--- src/rtl/game_pkg.sv ---
// Shared phase encoding, pipe command codes and countdown start value for the game sequencer.
package game_pkg;

    typedef enum logic [2:0] {
        IDLE      = 3'd0,
        COUNTDOWN = 3'd1,
        PLAY      = 3'd2,
        PAUSE     = 3'd3,
        OVER      = 3'd4
    } game_state_t;

    localparam logic [1:0] PIPE_NONE       = 2'b00;
    localparam logic [1:0] PIPE_UP         = 2'b01;
    localparam logic [1:0] PIPE_DOWN       = 2'b10;
    localparam logic [1:0] COUNTDOWN_START = 2'd3;

    // Opposing pipe buttons cancel each other out.
    function automatic logic [1:0] pipe_sel(input logic up, input logic down);
        if (up && !down) return PIPE_UP;
        if (down && !up) return PIPE_DOWN;
        return PIPE_NONE;
    endfunction

endpackage

--- src/rtl/game_sequencer_if.sv ---
// Control bundle between the game sequencer (master) and the game datapath / player inputs (slave).
interface game_sequencer_if #(parameter int SCORE_W = 16);
    import game_pkg::*;

    logic               tick;
    logic               btn_start;
    logic               btn_fly;
    logic               btn_pipe_up;
    logic               btn_pipe_down;
    logic               fail;
    logic [SCORE_W-1:0] score;

    game_state_t        state;
    logic               dp_clear;
    logic               frame_en;
    logic               fly_req;
    logic [1:0]         pipe_cmd;
    logic [1:0]         countdown;
    logic [SCORE_W-1:0] hi_score;
    logic               new_record;

    modport master (
        input  tick, btn_start, btn_fly, btn_pipe_up, btn_pipe_down, fail, score,
        output state, dp_clear, frame_en, fly_req, pipe_cmd, countdown, hi_score, new_record
    );

    modport slave (
        output tick, btn_start, btn_fly, btn_pipe_up, btn_pipe_down, fail, score,
        input  state, dp_clear, frame_en, fly_req, pipe_cmd, countdown, hi_score, new_record
    );

endinterface

--- src/rtl/game_sequencer_edge_det.sv ---
// Rising-edge detector on a registered button level; a held button yields a single edge.
module edge_det (
    input  logic clk,
    input  logic rst,
    input  logic level,
    output logic rise
);

    logic now_q, prev_q;

    always_ff @(posedge clk or negedge rst) begin
        if (!rst) begin
            now_q  <= 1'b0;
            prev_q <= 1'b0;
        end else begin
            now_q  <= level;
            prev_q <= now_q;
        end
    end

    assign rise = now_q & ~prev_q;

endmodule

--- src/rtl/game_sequencer.sv ---
// Game phase sequencer: start/countdown/play/pause/over control and frame pacing for the datapath.
// Define GAME_SEQ_HISCORE_EN to build the high-score register and new_record pulse.
module game_sequencer
    import game_pkg::*;
#(
    parameter int TICKS_PER_COUNT = 10,
    parameter int SCORE_W         = 16
) (
    input  logic             clk,
    input  logic             rst,
    game_sequencer_if.master bus
);

    localparam int NUM_BTN = 4;
    localparam int CNT_W   = (TICKS_PER_COUNT > 1) ? $clog2(TICKS_PER_COUNT) : 1;
    localparam logic [CNT_W-1:0] CNT_LAST = CNT_W'(TICKS_PER_COUNT - 1);

    logic [NUM_BTN-1:0] btn_lvl, btn_rise;
    logic               start_rise, fly_rise;
    logic [1:0]         unused_pipe_rise;

    assign btn_lvl = {bus.btn_pipe_down, bus.btn_pipe_up, bus.btn_fly, bus.btn_start};

    for (genvar i = 0; i < NUM_BTN; i++) begin : g_btn
        edge_det u_edge (.clk(clk), .rst(rst), .level(btn_lvl[i]), .rise(btn_rise[i]));
    end

    assign start_rise       = btn_rise[0];
    assign fly_rise         = btn_rise[1];
    // Pipe commands follow levels, so their edges are not consumed.
    assign unused_pipe_rise = btn_rise[3:2];

    game_state_t      state_q, state_n;
    logic [CNT_W-1:0] cnt_q, cnt_n;
    logic [1:0]       cd_q, cd_n;
    logic [1:0]       pipe_cmd_q, pipe_cmd_n;
    logic             dp_clear_q, dp_clear_n;
    logic             frame_en_q, frame_en_n;
    logic             fly_req_q, fly_req_n;
    logic             fly_lat_q, fly_lat_n;
    logic             over_entry;

    always_ff @(posedge clk or negedge rst) begin
        if (!rst) begin
            state_q    <= IDLE;
            cnt_q      <= '0;
            cd_q       <= '0;
            pipe_cmd_q <= PIPE_NONE;
            dp_clear_q <= 1'b0;
            frame_en_q <= 1'b0;
            fly_req_q  <= 1'b0;
            fly_lat_q  <= 1'b0;
        end else begin
            state_q    <= state_n;
            cnt_q      <= cnt_n;
            cd_q       <= cd_n;
            pipe_cmd_q <= pipe_cmd_n;
            dp_clear_q <= dp_clear_n;
            frame_en_q <= frame_en_n;
            fly_req_q  <= fly_req_n;
            fly_lat_q  <= fly_lat_n;
        end
    end

    always_comb begin
        state_n    = state_q;
        cnt_n      = cnt_q;
        cd_n       = cd_q;
        pipe_cmd_n = PIPE_NONE;
        dp_clear_n = 1'b0;
        frame_en_n = 1'b0;
        fly_req_n  = 1'b0;
        fly_lat_n  = fly_lat_q | fly_rise;
        over_entry = 1'b0;

        case (state_q)
            IDLE, OVER: begin
                fly_lat_n = 1'b0;
                if (start_rise) begin
                    state_n    = COUNTDOWN;
                    cd_n       = COUNTDOWN_START;
                    cnt_n      = '0;
                    dp_clear_n = 1'b1;
                end
            end
            COUNTDOWN: begin
                fly_lat_n = 1'b0;
                if (bus.tick) begin
                    if (cnt_q == CNT_LAST) begin
                        cnt_n = '0;
                        if (cd_q == 2'd1) begin
                            state_n = PLAY;
                            cd_n    = 2'd0;
                        end else begin
                            cd_n = cd_q - 2'd1;
                        end
                    end else begin
                        cnt_n = cnt_q + CNT_W'(1);
                    end
                end
            end
            PLAY: begin
                // Collision outranks pause and the frame of the same cycle.
                if (bus.fail) begin
                    state_n    = OVER;
                    fly_lat_n  = 1'b0;
                    over_entry = 1'b1;
                end else if (start_rise) begin
                    state_n   = PAUSE;
                    fly_lat_n = 1'b0;
                end else if (bus.tick) begin
                    frame_en_n = 1'b1;
                    fly_req_n  = fly_lat_q | fly_rise;
                    fly_lat_n  = 1'b0;
                    pipe_cmd_n = pipe_sel(bus.btn_pipe_up, bus.btn_pipe_down);
                end
            end
            PAUSE: begin
                fly_lat_n = 1'b0;
                if (start_rise) state_n = PLAY;
            end
            default: begin
                state_n   = IDLE;
                fly_lat_n = 1'b0;
            end
        endcase
    end

    assign bus.state     = state_q;
    assign bus.dp_clear  = dp_clear_q;
    assign bus.frame_en  = frame_en_q;
    assign bus.fly_req   = fly_req_q;
    assign bus.pipe_cmd  = pipe_cmd_q;
    assign bus.countdown = cd_q;

`ifdef GAME_SEQ_HISCORE_EN
    logic [SCORE_W-1:0] hi_q;
    logic               rec_q;

    always_ff @(posedge clk or negedge rst) begin
        if (!rst) begin
            hi_q  <= '0;
            rec_q <= 1'b0;
        end else begin
            rec_q <= 1'b0;
            if (over_entry && (bus.score > hi_q)) begin
                hi_q  <= bus.score;
                rec_q <= 1'b1;
            end
        end
    end

    assign bus.hi_score   = hi_q;
    assign bus.new_record = rec_q;
`else
    logic [SCORE_W-1:0] unused_score;
    logic               unused_over_entry;

    assign unused_score      = bus.score;
    assign unused_over_entry = over_entry;
    assign bus.hi_score      = '0;
    assign bus.new_record    = 1'b0;
`endif

endmodule

--- src/flat_wrapper.sv ---
// flat-port wrapper written by rule: the top's interface ports become plain ports
module game_sequencer_flat import game_pkg::*;
#(
    parameter int TICKS_PER_COUNT = 10,
    parameter int SCORE_W         = 16
)
  (clk, rst, bus_tick, bus_btn_start, bus_btn_fly, bus_btn_pipe_up, bus_btn_pipe_down, bus_fail, bus_score, bus_state, bus_dp_clear, bus_frame_en, bus_fly_req, bus_pipe_cmd, bus_countdown, bus_hi_score, bus_new_record);
  game_sequencer_if #(.SCORE_W(SCORE_W)) bus_i ();
  input  logic clk;
  input  logic rst;
  input wire logic [$bits(bus_i.tick)-1:0] bus_tick;
  input wire logic [$bits(bus_i.btn_start)-1:0] bus_btn_start;
  input wire logic [$bits(bus_i.btn_fly)-1:0] bus_btn_fly;
  input wire logic [$bits(bus_i.btn_pipe_up)-1:0] bus_btn_pipe_up;
  input wire logic [$bits(bus_i.btn_pipe_down)-1:0] bus_btn_pipe_down;
  input wire logic [$bits(bus_i.fail)-1:0] bus_fail;
  input wire logic [$bits(bus_i.score)-1:0] bus_score;
  output wire logic [$bits(bus_i.state)-1:0] bus_state;
  output wire logic [$bits(bus_i.dp_clear)-1:0] bus_dp_clear;
  output wire logic [$bits(bus_i.frame_en)-1:0] bus_frame_en;
  output wire logic [$bits(bus_i.fly_req)-1:0] bus_fly_req;
  output wire logic [$bits(bus_i.pipe_cmd)-1:0] bus_pipe_cmd;
  output wire logic [$bits(bus_i.countdown)-1:0] bus_countdown;
  output wire logic [$bits(bus_i.hi_score)-1:0] bus_hi_score;
  output wire logic [$bits(bus_i.new_record)-1:0] bus_new_record;
  assign bus_i.tick = bus_tick;
  assign bus_i.btn_start = bus_btn_start;
  assign bus_i.btn_fly = bus_btn_fly;
  assign bus_i.btn_pipe_up = bus_btn_pipe_up;
  assign bus_i.btn_pipe_down = bus_btn_pipe_down;
  assign bus_i.fail = bus_fail;
  assign bus_i.score = bus_score;
  assign bus_state = bus_i.state;
  assign bus_dp_clear = bus_i.dp_clear;
  assign bus_frame_en = bus_i.frame_en;
  assign bus_fly_req = bus_i.fly_req;
  assign bus_pipe_cmd = bus_i.pipe_cmd;
  assign bus_countdown = bus_i.countdown;
  assign bus_hi_score = bus_i.hi_score;
  assign bus_new_record = bus_i.new_record;
  game_sequencer #(.TICKS_PER_COUNT(TICKS_PER_COUNT), .SCORE_W(SCORE_W)) u_core (.clk(clk), .rst(rst), .bus(bus_i));
endmodule
--- config.mk ---
export PLATFORM = sky130hd
export DESIGN_NAME = game_sequencer_flat
export DESIGN_NICKNAME = d
export VERILOG_FILES = /design/src/rtl/game_pkg.sv /design/src/rtl/game_sequencer_if.sv /design/src/rtl/game_sequencer_edge_det.sv /design/src/rtl/game_sequencer.sv /design/src/flat_wrapper.sv
export SDC_FILE = /design/constraint.sdc
export NUM_CORES = 1
export LEC_CHECK = 0
export BUFFER_PORTS_ARGS = -buffer_cell sky130_fd_sc_hd__buf_2
export CORE_MARGIN = 4
export CORE_UTILIZATION = 40
export DETAILED_ROUTE_END_ITERATION = 10
export GPL_ROUTABILITY_DRIVEN = 0
export PLACE_DENSITY = 0.86
export SETUP_SLACK_MARGIN = 0.2
export SYNTH_ARGS = -nofsm -noshare
export SYNTH_HDL_FRONTEND = slang
export SYNTH_SLANG_ARGS = --single-unit
--- constraint.sdc ---
create_clock -name clk -period 1.43 [get_ports clk]
set_input_delay 0.143 -clock clk [delete_from_list [all_inputs] [get_ports clk]]
set_output_delay 0.143 -clock clk [all_outputs]
set_load 0.1 [all_outputs]
Yosys cells after proc, flatten, opt, wreduce, memory -nomap -nowiden --
Cells that the tools add are included.
Operators by class: equal/unequal tests 12, reductions and logical operators 10, bitwise gates (word level) 5, add/subtract/negate cells 2, mux-type cells 50
Operators with widths (count):
- 1-bit two-way mux | 25
- 2-bit two-way mux | 12
- 3-bit two-way mux | 7
- 4-bit two-way mux | 3
- 3-bit one-hot mux with 4 select lines | 1
- 4-bit one-hot mux with 2 select lines | 1
- 3-bit by 2-bit == test with 1-bit output, second input constant | 2
- 2-bit inequality test, second input constant | 3
- 6-bit AND reduction | 1
- 4-bit by 1-bit adder with 4-bit output, second input constant | 1
- 4-bit == test, second input constant | 1
- 2-bit by 1-bit inequality test with 1-bit output, second input constant | 2
- 2-bit one-hot mux with 2 select lines | 1
- 4-bit AND reduction | 1
- 3-bit by 1-bit == test with 1-bit output, second input constant | 1
- 3-bit == test, second input constant | 1
- 3-bit logical NOT | 1
- 3-bit inequality test, second input constant | 1
- 3-bit AND reduction | 1
- 1-bit AND | 2
- 2-bit by 1-bit == test with 1-bit output, second input constant | 1
- 1-bit logical AND | 2
- 1-bit logical NOT | 2
- 1-bit NOT | 2
- 4 further kinds | 4
Storage, ports and cells: flip-flop bits (word level) 19

Logic depth before layout (Yosys ltp) --
Gate-level depths: netlist of the first run.
depth in word-level cells 18, depth in mapped cells 6, gate-level depth less buffers 6

Modules after synthesis --
Synthesis of the first run repeated with hierarchy kept, for this count alone.
Unflattened totals: cells, all modules 90, area total of the unflattened synthesis 1018.5 um^2
By module, submodules not included:
- game_sequencer | times used 1, cells each 84, seq. area each 375.4 um^2, area each 890.9 um^2
- edge_det | times used 2, cells each 3, seq. area each 50.0 um^2, area each 63.8 um^2

Worst setup path before layout of the first run --
Ideal clock, no wire load.
path kind register to register, from reg u_core.state_q[2] (netlist: u_core.bus.state[2]), to reg u_core.state_q[0] (netlist: u_core.bus.state[0]), arrival time 2.019 ns, path buffers 1, stages on the path, launching flop included 6, slack -0.717 ns, setup time 0.128 ns, cell sequence dfrtp_1 > clkbuf_1 > o21ai_1 > and3_4 > a221oi_2 > mux2_1
Between the ends: longest elaborated chain between the ends 4
Ends and longest elaborated chain:
- from (decl) | RTL line game_sequencer.sv:33 | game_state_t state_q, state_n;
- from (signal assigned) | RTL line game_sequencer.sv:54 | state_q <= state_n;
- 3-bit == test / 3-bit logical NOT (equally long branches) | RTL line game_sequencer.sv:76 | case (state_q)
- 2-bit OR reduction | RTL line game_sequencer.sv:76
- 2-bit inequality test (no source line)
- 6-bit AND reduction (no source line)
Parallel ways exist; a longest one is shown, timed or not. A chain may end at the register's enable or synchronous reset.

Worst setup path after layout of the first run --
from reg u_core.state_q[0] (netlist: u_core.bus.state[0]), to reg u_core.state_q[0] (netlist: u_core.bus.state[0])
The elaborated chain is that of the path after synthesis.

==> results of run 1 <==
==> what timing repair did <==
item                       in CTS  in global routing
setup endpoints to repair      18                 22
resized for setup              21                 18
hold endpoints to repair       22                  1
setup buffers                   8                  5
hold buffers                    4                  1
pin swaps                       7                  9
==> worst max-delay path: stages (launching register included) <==
cell	delay, ps
sky130_fd_sc_hd__dfrtp_4	490
sky130_fd_sc_hd__or3b_4	390
sky130_fd_sc_hd__and3_4	190
sky130_fd_sc_hd__a221oi_4	220
sky130_fd_sc_hd__mux2_4	330
==> cell usage in the layout (no fill, tap or decap), types with 2 or more instances in the layout <==
| cell type | instances |
|---|---|
| sky130_fd_sc_hd__nand3b_1 | 2 |
| sky130_fd_sc_hd__dfrtp_4 | 4 |
| sky130_fd_sc_hd__and3_4 | 2 |
| sky130_fd_sc_hd__inv_1 | 5 |
| sky130_fd_sc_hd__clkbuf_4 | 7 |
| sky130_fd_sc_hd__buf_6 | 9 |
| sky130_fd_sc_hd__ha_1 | 2 |
| sky130_fd_sc_hd__mux2_4 | 2 |
| sky130_fd_sc_hd__nand3_1 | 3 |
| sky130_fd_sc_hd__o21ai_2 | 2 |
| sky130_fd_sc_hd__nor2_1 | 3 |
| sky130_fd_sc_hd__buf_12 | 2 |
| sky130_fd_sc_hd__nor3_1 | 3 |
| sky130_fd_sc_hd__buf_4 | 21 |
| sky130_fd_sc_hd__nand2_1 | 5 |
| sky130_fd_sc_hd__dfrtp_1 | 14 |
| sky130_fd_sc_hd__mux2i_1 | 2 |
| sky130_fd_sc_hd__dlygate4sd3_1 | 5 |
| sky130_fd_sc_hd__nor3b_2 | 2 |
| sky130_fd_sc_hd__nor2b_1 | 2 |
| sky130_fd_sc_hd__buf_2 | 8 |
| sky130_fd_sc_hd__conb_1 | 17 |
| sky130_fd_sc_hd__o21ai_0 | 2 |
| sky130_fd_sc_hd__nor3_2 | 2 |
| sky130_fd_sc_hd__nand2_2 | 2 |
| sky130_fd_sc_hd__o21ai_1 | 2 |
| sky130_fd_sc_hd__a21oi_1 | 2 |
==> cell type report <==
class,count,area share (%)
Inverter,6,1.49
Sequential cell,19,32.5
Clock inverter,1,0.495
Multi-Input combinational cell,70,33.1
Tap cell,28,2.31
Clock buffer,3,1.49
Timing Repair Buffer,50,28.7
==> metrics by stage <==
step / utilization (%) / cell area (sq um) / TNS (ps) / setup slack (ps) / hold WS, ps
6_report: 66.0 / 1520 / -2360 / -295 / 81.4
2_1_floorplan: - / 1080 / -1160 / -405 / -153
5_1_grt: 66.0 / 1520 / -3230 / -347 / 72.0
3_3_place_gp: 51.9 / 1190 / -453 / -211 / 92.3
3_5_place_dp: 51.9 / 1190 / -684 / -249 / 101
4_1_cts: 60.9 / 1400 / -1360 / -273 / 4.35
==> worst paths after layout <==
kind                                                   start                       endpoint  slack (ps)  cells after the start
worst max-delay path                     u_core.bus.state[0]            u_core.bus.state[0]        -300                      4
worst min-delay path                                bus_tick               u_core.fly_lat_q          80                      2
worst max register to register           u_core.bus.state[0]            u_core.bus.state[0]        -300                      4
worst min register to register  u_core.g_btn[1].u_edge.now_q  u_core.g_btn[1].u_edge.prev_q         420                      0
max in group asynchronous                                rst        u_core.bus.countdown[1]         790                      2
min in group asynchronous                                rst            u_core.bus.state[1]         300                      2
==> power groups by stage <==
stage                     registers (mW)  logic [mW]  clock network, mW
after floorplan                     1.01       0.592                  0
after global placement             0.680        1.20                  0
after detailed placement           0.688        1.23                  0
after CTS                          0.676        1.42              0.291
after global routing               0.687        1.73              0.308
final                              0.678        1.65              0.283
==> logic make-up after synthesis <==
family	synth area share [%]
AO/OA/AOI/OAI	7.91
adder cells (fa/ha/maj)	3.77
other	0.377
flip-flops	47.7
AND/OR/NAND/NOR	19.1
multiplexers	4.27
buffers and inverters	16.0
XOR/XNOR	0.880
==> sequential cells by signal, summed over array words and instances (netlist names) <==
name and count:
u_core.bus.state 3, u_core.g_btn.u_edge.prev_q 2, u_core.fly_lat_q 1, u_core.bus.countdown 2, u_core.g_btn.u_edge.now_q 2, u_core.cnt_q 4, u_core.bus.fly_req 1, u_core.bus.dp_clear 1
u_core.bus.pipe_cmd 2, u_core.bus.frame_en 1
==> routing by layer <==
layer | track usage, % | vias up | part of all wire [%]
li1 | - | 398 | -
met5 | 0 | - | 0
met3 | 3.34 | 10 | 7.2
met4 | 3.97 | 0 | 3.7
met1 | 16.5 | 426 | 37
met2 | 29.4 | 47 | 52
==> insert_results.sql, run 1 <==
INSERT INTO impl_metrics (metric_group, metric, value, unit) VALUES
('layout', 'fill_cells', '169', ''),
('drt', 'drt_first_pass_iters', '4', ''),
('drt', 'routed_wl', '2690', 'microns'),
('die', 'design.die.area', '3350', 'sq um'),
('timing', 'fin_crit_sh', '121', '%'),
('outcome', 'outcome', 'finished, violations left', ''),
('logic_synthesis', 'synth.yosys.warnings', '0', ''),
('clocking', 'path_clk_slew', '120', 'ps'),
('power', 'seq_power_share', '26.0', '%'),
('global_routing', 'grt_usage', '15.2', '%'),
('logic_synthesis', 'synthArstFlopShare', '100', '%'),
('drt', 'post_drt_via_cell_ratio', '4.98', ''),
('die', 'starting_density', '43.4', '%'),
('place', 'place.detailed.instances', '155', ''),
('timing', 'report.final.slew_viol_count', '0', ''),
('global_routing', 'grt_overflow', '0', ''),
('die', 'die_height', '57.9', 'microns'),
('power', 'clock_power_share', '10.8', '%'),
('worst_setup_path', 'cp_max_fo', '3', ''),
('logic_synthesis', 'synth_common_cells', 'sky130_fd_sc_hd__dfrtp_1 (19), sky130_fd_sc_hd__buf_4 (17), sky130_fd_sc_hd__nand2_1 (7)', ''),
('clocking', 'htree_levels', '1', ''),
('outcome', 'violations', 'negative setup slack', ''),
('global_routing', 'grt_start_max_net_pins', '20', ''),
('drt', 'drt-initial-drc-count', '24', ''),
('logic_synthesis', 'synthDominantCellAreaShare', '47.7', '%'),
('worst_setup_path', 'worst-endpoint-arrival', '1930', 'ps'),
('power', 'swShare', '45.2', '%'),
('layout', 'multi_input_comb_area', '502', 'sq um'),
('power', 'power.total', '2.61', 'mW'),
('layout', 'nets', '177', ''),
('logic_synthesis', 'syn-instance-count', '98', ''),
('logic_synthesis', 'ys_seq_area_share', '47.7', '%'),
('layout', 'finish.cell_count_without_fillers', '177', ''),
('timing', 'fin_worst_skew', '8.08', 'ps'),
('timing', 'finalWorstPathRequiredPeriod', '1730', 'ps'),
('clocking', 'tritoncts', 'done', ''),
('power', 'power.share.combinational', '63.2', '%'),
('die', 'floorplan.rows', '17', ''),
('worst_setup_path', 'path_class', 'reg2reg', ''),
('timing', 'layout_setup_ws', '-295', 'ps'),
('drt', 'num_vias', '881', ''),
('clocking', 'worst_skew_pair.late_latency', '300', 'ps'),
('die', 'top_level_ports', '51', ''),
('power', 'power.switching', '1.18', 'mW'),
('drt', 'routedWlPerCell', '15.2', 'microns'),
('logic_synthesis', 'synthMostInstantiatedCell', 'sky130_fd_sc_hd__dfrtp_1', ''),
('logic_synthesis', 'postSynth.topFlopCell', 'sky130_fd_sc_hd__dfrtp_1', ''),
('worst_setup_path', 'worstSetupEndpointType', 'register', ''),
('logic_synthesis', 'ys_seq_elements', '19', ''),
('hold_path', 'worst_hold_path_type', 'in2reg', ''),
('timing', 'clock.fmax', '0.580', 'GHz'),
('timing', 'unrepaired_setup_endpoints_after_global_routing', 'true', ''),
('logic_synthesis', 'yosysTopAreaCell', 'sky130_fd_sc_hd__dfrtp_1', ''),
('worst_setup_path', 'worstSetupStartpointType', 'register', ''),
('logic_synthesis', 'synth_enable_flop_cells', '0', ''),
('layout', 'num_antenna_cells', '0', ''),
('power', 'powerDensity', '1720', 'nW/um^2'),
('clocking', 'clk_root_buffer_cell', 'sky130_fd_sc_hd__clkbuf_4', ''),
('power', 'intPower', '1.43', 'mW'),
('worst_setup_path', 'worst_ep_required_time', '1630', 'ps'),
('die', 'die_width', '57.9', 'microns'),
('layout', 'final_layout_size_suffix_gt1_share', '49.7', '%'),
('global_routing', 'grt_pass1_wl', '3940', 'microns'),
('global_routing', 'antenna_violations_before_repair', '0', ''),
('clocking', 'tritoncts_num_sinks', '19', ''),
('logic_synthesis', 'synth.area.top_cells', 'sky130_fd_sc_hd__dfrtp_1 (48%), sky130_fd_sc_hd__buf_4 (13%), sky130_fd_sc_hd__ha_1 (3.8%)', ''),
('logic_synthesis', 'synth.distinct_cells', '31', ''),
('drt', 'route.detailed.drc', '0', ''),
('logic_synthesis', 'post_synth.cell_area_avg', '10.2', 'sq um'),
('layout', 'synthToLayoutAreaGrowth', '52.1', '%'),
('drt', 'drt.antenna.violating_nets', '0', ''),
('power', 'ir_drop', '1040', 'uV'),
('timing', 'finalSetupViolations', '13', ''),
('run', 'drv_cap', '0', ''),
('clocking', 'max-clock-path-buffers', '2', ''),
('logic_synthesis', 'syn_area', '996', 'sq um'),
('place', 'detailedPlacementHpwl', '1500', 'microns'),
('timing', 'final_hold_viol_count', '0', ''),
('die', 'core_area', '2300', 'sq um'),
('power', 'power_leakage', '0.733', 'nW'),
('clocking', 'clock_buffers_created_by_tritoncts', '3', ''),
('layout', 'regArea', '492', 'sq um'),
('global_routing', 'grt_pass1_vias', '840', ''),
('place', 'numPortBuffers', '17', '');
(Power assumes the default switching activity.)
==> run 2, diff against run 1 <==
--- a/config.mk
+++ b/config.mk
@@ -5,12 +5,14 @@
 export SDC_FILE = /design/constraint.sdc
 export NUM_CORES = 1
 export LEC_CHECK = 0
+export ABC_AREA = 1
 export BUFFER_PORTS_ARGS = -buffer_cell sky130_fd_sc_hd__buf_2
 export CORE_MARGIN = 4
-export CORE_UTILIZATION = 40
+export CORE_UTILIZATION = 43
+export CTS_BUF_LIST = sky130_fd_sc_hd__clkbuf_2 sky130_fd_sc_hd__clkbuf_4 sky130_fd_sc_hd__clkbuf_8
 export DETAILED_ROUTE_END_ITERATION = 10
 export GPL_ROUTABILITY_DRIVEN = 0
-export PLACE_DENSITY = 0.86
+export PLACE_DENSITY = 0.89
 export SETUP_SLACK_MARGIN = 0.2
 export SYNTH_ARGS = -nofsm -noshare
 export SYNTH_HDL_FRONTEND = slang
==> run 2 against run 1 <==
  * The flow now finishes without violations
  * Flip-flop and latch count did not move
  * Count of clock-buffer cells in the layout grew 1
  * Setup slack better by 430 ps
  * Non-clock buffer count is 24 lower
  * Largest cell class unchanged
  * Highest routed layer unchanged
==> insert_results.sql, run 2 <==
INSERT INTO impl_metrics (metric_group, metric, value, unit) VALUES
('worst_setup_path', 'worst_path_max_delay_cell', 'sky130_fd_sc_hd__dfrtp_4', ''),
('drt', 'routed_wl', '2470', 'microns'),
('logic_synthesis', 'synthMostInstantiatedCell', 'sky130_fd_sc_hd__nand2_1', ''),
('layout', 'post-route-util', '62.1', '%'),
('clocking', 'path_clk_slew', '100', 'ps'),
('logic_synthesis', 'syn_area', '1080', 'sq um'),
('logic_synthesis', 'syn-instance-count', '122', ''),
('worst_setup_path', 'worstSetupEndpointType', 'register', ''),
('drt', 'route.detailed.drc', '0', ''),
('clocking', 'clk_root_buffer_cell', 'sky130_fd_sc_hd__clkbuf_4', ''),
('die', 'core_area', '2300', 'sq um'),
('drt', 'dr.max_layer_used', 'met4', ''),
('drt', 'drt-initial-drc-count', '22', ''),
('clocking', 'tritoncts', 'done', ''),
('global_routing', 'grt_start_max_net_pins', '20', ''),
('logic_synthesis', 'synth_common_cells', 'sky130_fd_sc_hd__nand2_1 (24), sky130_fd_sc_hd__dfrtp_1 (19), sky130_fd_sc_hd__buf_4 (17)', ''),
('worst_setup_path', 'critPathMostFrequentCell', 'sky130_fd_sc_hd__nand2_1', ''),
('timing', 'fin_worst_skew', '1.72', 'ps'),
('timing', 'unrepaired_setup_endpoints_after_global_routing', 'true', ''),
('power', 'power_leakage', '0.711', 'nW'),
('drt', 'num_vias', '862', ''),
('drt', 'drt_first_pass_iters', '4', ''),
('die', 'floorplan.rows', '17', ''),
('layout', 'mostFrequentLayoutCells', 'sky130_fd_sc_hd__nand2_1 (17), sky130_fd_sc_hd__conb_1 (17), sky130_fd_sc_hd__dfrtp_1 (13)', ''),
('worst_setup_path', 'path_class', 'reg2reg', ''),
('layout', 'largest_register', 'u_core.cnt_q', ''),
('logic_synthesis', 'synthDominantCellAreaShare', '43.9', '%'),
('layout', 'nets', '179', ''),
('outcome', 'outcome', 'finished, final reports clean', ''),
('drt', 'post_drt_via_cell_ratio', '4.82', ''),
('timing', 'setup_total_negative_slack', '0', 'ps'),
('logic_synthesis', 'postSynth.topFlopCell', 'sky130_fd_sc_hd__dfrtp_1', ''),
('worst_setup_path', 'worst_ep_required_time', '1630', 'ps'),
('power', 'powerDensity', '2310', 'nW/um^2'),
('run', 'drv_cap', '0', ''),
('logic_synthesis', 'synth-xor-area-share', '0', '%'),
('logic_synthesis', 'synth_fa_ha_area_share', '3.47', '%'),
('drt', 'drt.antenna.violating_nets', '0', ''),
('place', 'detailedPlacementHpwl', '1550', 'microns'),
('drt', 'met3WireLength', '119', 'microns'),
('die', 'top_level_ports', '51', ''),
('global_routing', 'grt_usage', '14.3', '%'),
('layout', 'final_layout_size_suffix_gt1_share', '47.0', '%'),
('worst_setup_path', 'worstSetupStartpointType', 'register', ''),
('worst_setup_path', 'critical_path_buf_inv_count', '1', ''),
('worst_setup_path', 'cp_max_fo', '5', ''),
('global_routing', 'grt_overflow', '0', ''),
('logic_synthesis', 'synth_compound_gate_area_share', '7.86', '%'),
('logic_synthesis', 'synth_enable_flop_cells', '0', ''),
('drt', 'routedWlPerCell', '13.8', 'microns'),
('timing', 'report.final.slew_viol_count', '0', ''),
('logic_synthesis', 'synth.yosys.warnings', '0', ''),
('global_routing', 'grt_pass1_vias', '838', ''),
('global_routing', 'grt_pass1_wl', '3640', 'microns'),
('logic_synthesis', 'ys_seq_elements', '19', ''),
('logic_synthesis', 'yosys.area_share.simple', '27.7', '%'),
('place', 'numPortBuffers', '17', ''),
('layout', 'synthToLayoutAreaGrowth', '31.9', '%'),
('clocking', 'max-clock-path-buffers', '2', ''),
('logic_synthesis', 'ys_seq_area_share', '43.9', '%'),
('logic_synthesis', 'synth_mux_area_share', '0', '%'),
('die', 'die_width', '58.2', 'microns'),
('logic_synthesis', 'post_synth.cell_area_avg', '8.87', 'sq um'),
('logic_synthesis', 'synth.distinct_cells', '25', ''),
('power', 'ir_drop', '1270', 'uV'),
('die', 'design.die.area', '3380', 'sq um'),
('timing', 'finalWorstPathRequiredPeriod', '1300', 'ps'),
('worst_setup_path', 'path_cells', 'buf_4 -> nor2_1 -> nand2_1 -> nand3_4 -> nor2_4 -> nand2_1 -> nand2_1', ''),
('clocking', 'tritoncts_num_sinks', '19', ''),
('hold_path', 'worst_hold_path_type', 'in2reg', ''),
('logic_synthesis', 'synthArstFlopShare', '100', '%'),
('die', 'starting_density', '47.1', '%'),
('worst_setup_path', 'worst-endpoint-arrival', '1500', 'ps'),
('clocking', 'htree_levels', '1', ''),
('timing', 'fin_crit_sh', '90.8', '%'),
('clocking', 'worst_skew_pair.late_latency', '300', 'ps'),
('timing', 'finalSetupViolations', '0', ''),
('global_routing', 'antenna_violations_before_repair', '0', ''),
('timing', 'clock.fmax', '0.770', 'GHz'),
('timing', 'final_hold_viol_count', '0', ''),
('layout', 'num_antenna_cells', '0', ''),
('worst_setup_path', 'kind_of_cell_with_the_highest_combined_delay_on_the_critical_path', 'flip-flops', ''),
('drt', 'dr_wl_met2', '1400', 'microns'),
('drt', 'route.layer.met1.wl', '912', 'microns'),
('logic_synthesis', 'synth_top_family_by_area', 'simple AND/OR/NAND/NOR gates', ''),
('logic_synthesis', 'synth.area.top_cells', 'sky130_fd_sc_hd__dfrtp_1 (44%), sky130_fd_sc_hd__buf_4 (12%), sky130_fd_sc_hd__nand2_1 (8.3%)', ''),
('clocking', 'clock_buffers_created_by_tritoncts', '3', ''),
('worst_setup_path', 'critical_path.max_stage_delay', '540', 'ps'),
('logic_synthesis', 'yosysTopAreaCell', 'sky130_fd_sc_hd__dfrtp_1', ''),
('die', 'die_height', '58.2', 'microns'),
('layout', 'largest_register_ffs', '4', '');
## run 2: changes by cell type after synthesis, moves of 3 or more
cell	delta
sky130_fd_sc_hd__nor2_2	+3
sky130_fd_sc_hd__o21ai_1	+3
sky130_fd_sc_hd__inv_1	+4
sky130_fd_sc_hd__inv_2	+4
sky130_fd_sc_hd__nand4_1	+3
sky130_fd_sc_hd__nand2_1	+17
sky130_fd_sc_hd__nand2_2	+6
sky130_fd_sc_hd__o21ai_0	-5
sky130_fd_sc_hd__o21ai_2	+3
sky130_fd_sc_hd__nor3_1	-4
## run 2: cell type report
class	instances	area, sq um
Inverter	14	65.1
Timing Repair Buffer	26	199
Tap cell	28	35.0
Multi-Input combinational cell	88	603
Clock buffer	4	30.0
Sequential cell	19	495
Fill cell	190	870
## run 2: kinds of logic after synthesis
logic type | count (synthesis)
compound gates | 12
other cells | 1
fa+ha+maj | 3
buf+inv | 31
simple gates | 56
flops | 19
## run 2: repair_timing
action,4_1_cts,5_1_grt
hold buffers,4,0
endpoints found under the setup margin,18,19
pin swaps,3,13
resized for setup,10,27
hold endpoints to repair,22,0
buffers inserted,2,3
## run 2: worst paths after layout
check                                             start                       endpoint  slack, ps  cells past startpoint
min reg2reg                u_core.g_btn[1].u_edge.now_q  u_core.g_btn[1].u_edge.prev_q        390                      0
min                                            bus_tick               u_core.fly_lat_q         60                      2
max reg2reg                         u_core.bus.state[2]            u_core.bus.state[0]        130                      7
min in group asynchronous                           rst                u_core.cnt_q[2]        300                      2
max in group asynchronous                           rst            u_core.bus.state[2]        800                      2
max                                 u_core.bus.state[2]            u_core.bus.state[0]        130                      7
## run 2: stage by stage
step | area [sq um] | total power [mW] | std cells | setup slack [ps] | hold slack [ps]
final | 1430 | 3.29 | 179 | 132 | 63.6
after floorplan | 1200 | 2.36 | 138 | 65.8 | -153
after global placement | 1190 | 2.52 | 166 | 162 | 90.2
after CTS | 1300 | 2.99 | 176 | 141 | 27.7
after detailed placement | 1190 | 2.57 | 166 | 128 | 104
after global routing | 1430 | 3.48 | 179 | 51.6 | 64.9
## run 2: per-layer routing
metal,vias up,track usage [%]
met5,-,0
met4,0,6.95
met3,6,4.23
met2,23,24.8
met1,419,15.7
li1,414,-
## run 2: power breakdown
group / switching [mW] / total, mW / leakage (nW) / internal, mW
clock network: 0.164 / 0.292 / 0.0184 / 0.128
registers: 0.185 / 0.874 / 0.239 / 0.689
logic: 1.51 / 2.13 / 0.454 / 0.613
